$ cat config.mk
export PLATFORM = sky130hd
export DESIGN_NAME = bus_arbiter
export DESIGN_NICKNAME = d
export VERILOG_FILES = /design/src/rtl/bus_arbiter.sv
export SDC_FILE = /design/constraint.sdc
export NUM_CORES = 1
export LEC_CHECK = 0
export BUFFER_PORTS_ARGS = -buffer_cell sky130_fd_sc_hd__buf_2
export CAP_MARGIN = 5
export CORE_ASPECT_RATIO = 1.1
export CORE_UTILIZATION = 43
export DETAILED_ROUTE_END_ITERATION = 10
export REMOVE_ABC_BUFFERS = 1
export SYNTH_ARGS = -nofsm -noshare
export SYNTH_HDL_FRONTEND = slang
export SYNTH_SLANG_ARGS = --single-unit
$ cat constraint.sdc
create_clock -name CLK -period 4.6 [get_ports CLK]
set_input_delay 0.92 -clock CLK [delete_from_list [all_inputs] [get_ports CLK]]
set_output_delay 0.92 -clock CLK [all_outputs]
set_load 0.03 [all_outputs]
$ cat src/rtl/bus_arbiter.sv
// Two-master system-bus arbiter with split-transaction parking, fixed M1 priority and idle-grant timeout.
// Grants are registered (1-cycle latency); every grant is followed by at least one IDLE cycle.
module bus_arbiter #(
  parameter int TIMEOUT = 16,
  parameter int CNT_W   = 5
) (
  input  logic CLK,
  input  logic RSTN,
  input  logic M1_BREQ,
  input  logic M2_BREQ,
  input  logic B_UTIL,
  input  logic B_SPLIT,
  input  logic B_SBSY,
  output logic M1_BGRANT,
  output logic M2_BGRANT,
  output logic M_SEL,
  output logic SPLIT_PEND,
  output logic SPLIT_OWNER
);

  typedef enum logic [1:0] {
    IDLE = 2'd0,
    GNT1 = 2'd1,
    GNT2 = 2'd2
  } state_t;

  localparam logic [CNT_W-1:0] TO_LAST = CNT_W'(TIMEOUT - 1);
  localparam logic [CNT_W-1:0] CNT_MAX = '1;

  state_t           state_q, state_d;
  logic             sel_q, sel_d;
  logic             pend_q, pend_d;
  logic             owner_q, owner_d;
  logic [CNT_W-1:0] cnt_q, cnt_d;

  logic owner_req;
  logic m1_parked;
  logic m2_parked;
  logic cur_req;
  logic cur_id;

  assign owner_req = owner_q ? M2_BREQ : M1_BREQ;
  assign m1_parked = pend_q && !owner_q;
  assign m2_parked = pend_q && owner_q;
  assign cur_id    = (state_q == GNT2);
  assign cur_req   = cur_id ? M2_BREQ : M1_BREQ;

  always_ff @(posedge CLK or negedge RSTN) begin
    if (!RSTN) begin
      state_q <= IDLE;
      sel_q   <= 1'b0;
      pend_q  <= 1'b0;
      owner_q <= 1'b0;
      cnt_q   <= '0;
    end else begin
      state_q <= state_d;
      sel_q   <= sel_d;
      pend_q  <= pend_d;
      owner_q <= owner_d;
      cnt_q   <= cnt_d;
    end
  end

  always_comb begin
    state_d = state_q;
    sel_d   = sel_q;
    pend_d  = pend_q;
    owner_d = owner_q;
    cnt_d   = cnt_q;

    // A parked master that gives up its request no longer needs its slot.
    if (pend_q && !owner_req) begin
      pend_d = 1'b0;
    end

    case (state_q)
      IDLE: begin
        cnt_d = '0;
        if (pend_q && !B_SBSY && owner_req) begin
          pend_d  = 1'b0;
          state_d = owner_q ? GNT2 : GNT1;
          sel_d   = owner_q;
        end else if (M1_BREQ && !m1_parked) begin
          state_d = GNT1;
          sel_d   = 1'b0;
        end else if (M2_BREQ && !m2_parked) begin
          state_d = GNT2;
          sel_d   = 1'b1;
        end
      end

      GNT1, GNT2: begin
        if (!cur_req) begin
          state_d = IDLE;
        end else if (B_SPLIT && !pend_q) begin
          pend_d  = 1'b1;
          owner_d = cur_id;
          state_d = IDLE;
        end else if (B_UTIL) begin
          cnt_d = '0;
        end else begin
          if (cnt_q != CNT_MAX) begin
            cnt_d = cnt_q + CNT_W'(1);
          end
          // The counter reaches TIMEOUT on this edge, so the grant drops now.
          if (cnt_q >= TO_LAST) begin
            state_d = IDLE;
          end
        end
      end

      default: begin
        state_d = IDLE;
      end
    endcase
  end

  assign M1_BGRANT   = (state_q == GNT1);
  assign M2_BGRANT   = (state_q == GNT2);
  assign M_SEL       = sel_q;
  assign SPLIT_PEND  = pend_q;
  assign SPLIT_OWNER = owner_q;

endmodule
==> impl_metrics.py <==
metrics = {
    "cts": {
        "path_clk_slew_ns": 0.07,
        "root_buffer": "clkbuf_4",
        "cts.repair.resized": 0,
        "insertion_delay_ns": 0.27,
        "cts_tree": "done",
        "clkSinkCount": 10,
        "cts_hold_buf": 0,
        "postCtsSetupRepairBufs": 0,
        "cts_buffers": 3,
        "htree_levels": 1,
        "clk_path_buf_depth": 2,
    },
    "finish": {
        "syn2layout_area_growth_pct": 15.2,
        "ff_latch_area_um2": 250,
        "final.fill_count": 150,
        "multi_input_comb_area_um2": 422,
        "drive_above_1_share_pct": 24.7,
        "final_nets": 104,
        "utilization_pct": 56.1,
        "diodes": 0,
    },
    "logic_synthesis": {
        "syn_avg_cell_area_um2": 9.33,
        "post-synth-top-count-cell": "dfrtp_1",
        "yosys_warnings": 0,
        "netlist.area_leader.share_pct": 35.8,
        "synth-edff-count": 0,
        "netlist_top_cells_count": "10 x dfrtp_1, 7 x ha_1, 6 x inv_1, 6 x nand2_1, 5 x o21ai_1",
        "ys.flop_type": "dfrtp_1",
        "synth-seq-cells": 10,
        "netlist_area_um2": 699,
        "ys_types": 33,
        "yosysTopAreaCell": "dfrtp_1",
        "synthCells": 75,
        "synth.yosys.seq_area_share_pct": 35.8,
        "synth_area_leaders": "dfrtp_1 36%, ha_1 13%, o21ai_1 3.6%",
        "synthArstFlopShare_pct": 100,
    },
    "sta": {
        "period_share_pct": 46.7,
        "worst_slack_ns": 2.45,
        "hold_violations": 0,
        "fin_crit_ns": 2.15,
        "whs_ns": 0.498,
        "slew_violations": 0,
        "setup_viol": 0,
        "timing.fmax_mhz": 465,
        "slew_headroom_pct": 70.4,
        "clock-skew-final_ns": 0.00101,
        "worst_slew_pin_slew_ns": 0.439,
        "setup-tns-final_ns": 0,
        "rsz0062_at_grt": "no",
    },
    "route": {
        "num_vias": 588,
        "vias_per_cell": 5.60,
        "dr.pass1.iters": 4,
        "wl_per_cell_um": 12.9,
        "route.detailed.drc": 0,
        "antenna_left": 0,
        "initialDrtViolationCount": 2,
        "drt_wl_total_um": 1360,
    },
    "floorplanning": {
        "fp-row-count": 14,
        "start_util_pct": 48.7,
        "die_h_um": 44.3,
        "die_x_um": 40.5,
        "pin_count": 12,
        "coreArea_mm2": 0.00144,
        "fp.dieArea_mm2": 0.00179,
    },
    "place": {
        "io_buffers": 11,
        "hpwl_um": 1030,
        "preCtsSetupSlack_ns": 2.54,
        "place_congestion": 0.738,
    },
    "run_status": {
        "outcome": "finished, final reports clean",
    },
    "job": {
        "drv_cap": 0,
    },
    "critical_path": {
        "cp_cell_sequence": "inv_1, ha_1, buf_2",
        "worstPathBufferInverterCount": 2,
        "worstPathArrival_ns": 1.23,
        "critPathMaxStageDelay_ns": 0.42,
        "crit_family": "flip-flops",
        "worst_setup_path_start_kind": "flop",
        "crit_slowest_cell": "dfrtp_1",
        "criticalPathCategory": "reg2out",
        "crit_fanout": 4,
        "crit_required_ns": 3.68,
        "crit_path_end_kind": "output port",
    },
    "min_path": {
        "min_path_type": "in2async",
    },
    "power": {
        "power_uw": 454,
        "power.density_mw_per_mm2": 563,
        "leakage_uw": 0.000380,
        "peakVddDrop_mv": 0.258,
    },
    "grt": {
        "grt_first_pass_wirelength_um": 2280,
        "gr-total-overflow": 0,
        "grt_pass1_vias": 565,
        "track_usage_pct": 19.0,
        "grt_max_degree": 11,
        "antenna_found_initial": 0,
    },
}
area by class of cell:
type | instances | area share (%)
inverters | 6 | 2.80
clock buffers | 4 | 4.50
multi-input cells | 58 | 52.3
flip-flops and latches | 10 | 31.1
repair buffers | 11 | 6.83
well taps | 16 | 2.48
metrics by stage:
step | instances | cell area [um^2]
after floorplan | 74 | 694
after global placement | 101 | 769
after detailed placement | 101 | 769
after CTS | 105 | 806
after global routing | 105 | 806
final | 105 | 806
worst register-to-register path, stage by stage, from the launching register on:
cell     delay [ns]
dfrtp_1        0.41
inv_1          0.08
ha_1           0.39
or2b_1         0.29
or3_4          0.37
o31ai_2        0.21
flip-flops by register name, indices dropped and copies added, names as in the netlist:
signal and cells:
M_SEL 1, SPLIT_OWNER 1, SPLIT_PEND 1, cnt_q 5
state_q 2
power by group:
group	switching (uW)	total, uW	leakage [uW]	internal (uW)
sequential	30.8	142	0.000134	111
clock	33.7	81.8	0.0000210	48.1
combinational	139	230	0.000225	90.8
total	204	454	0.000380	250
final timing paths:
kind	from	to	slack, ns	depth (start not counted)
max in group asynchronous	RSTN	state_q[0]$_DFFE_PN0P_	3.91	1
setup reg to reg	state_q[0]$_DFFE_PN0P_	cnt_q[3]$_DFFE_PN0P_	2.77	5
min in group CLK	cnt_q[3]$_DFFE_PN0P_	cnt_q[3]$_DFFE_PN0P_	0.52	1
setup / recovery	state_q[0]$_DFFE_PN0P_	M2_BGRANT	2.45	3
hold reg to reg	cnt_q[3]$_DFFE_PN0P_	cnt_q[3]$_DFFE_PN0P_	0.52	1
hold / removal	RSTN	SPLIT_PEND$_DFF_PN0_	0.50	1
cells by family (layout without fill, tap and decap cells):
group / Yosys count / count (layout) / share of synthesized area [%]
buf+inv: 7 / 21 / 3.93
fa+ha+maj: 7 / 7 / 12.5
flops: 10 / 10 / 35.8
compound gates: 21 / 21 / 19.3
mux: 4 / 4 / 6.80
simple gates: 26 / 26 / 21.6
cell usage in the layout (no fill, tap or decap), types with 2 or more instances in the layout:
master	Yosys	layout
nor2_1	4	4
ha_1	7	7
a31oi_1	2	2
inv_1	6	6
clkbuf_4	0	3
o21ai_0	3	3
nand2_1	6	6
buf_2	1	11
nand3_1	3	3
mux2_2	2	2
nand2b_1	2	2
a21oi_1	4	4
o21ai_1	5	5
dfrtp_1	10	10
metal layers:
metal | part of all wire, % | track usage, % | up-vias
met1 | 45 | 23.2 | 278
met2 | 50 | 29.8 | 9
met3 | 2.7 | 4.52 | 4
li1 | - | - | 297
met5 | 0 | 0 | -
met4 | 2.0 | 10.0 | 0
Power figures use the tool's default switching activity.
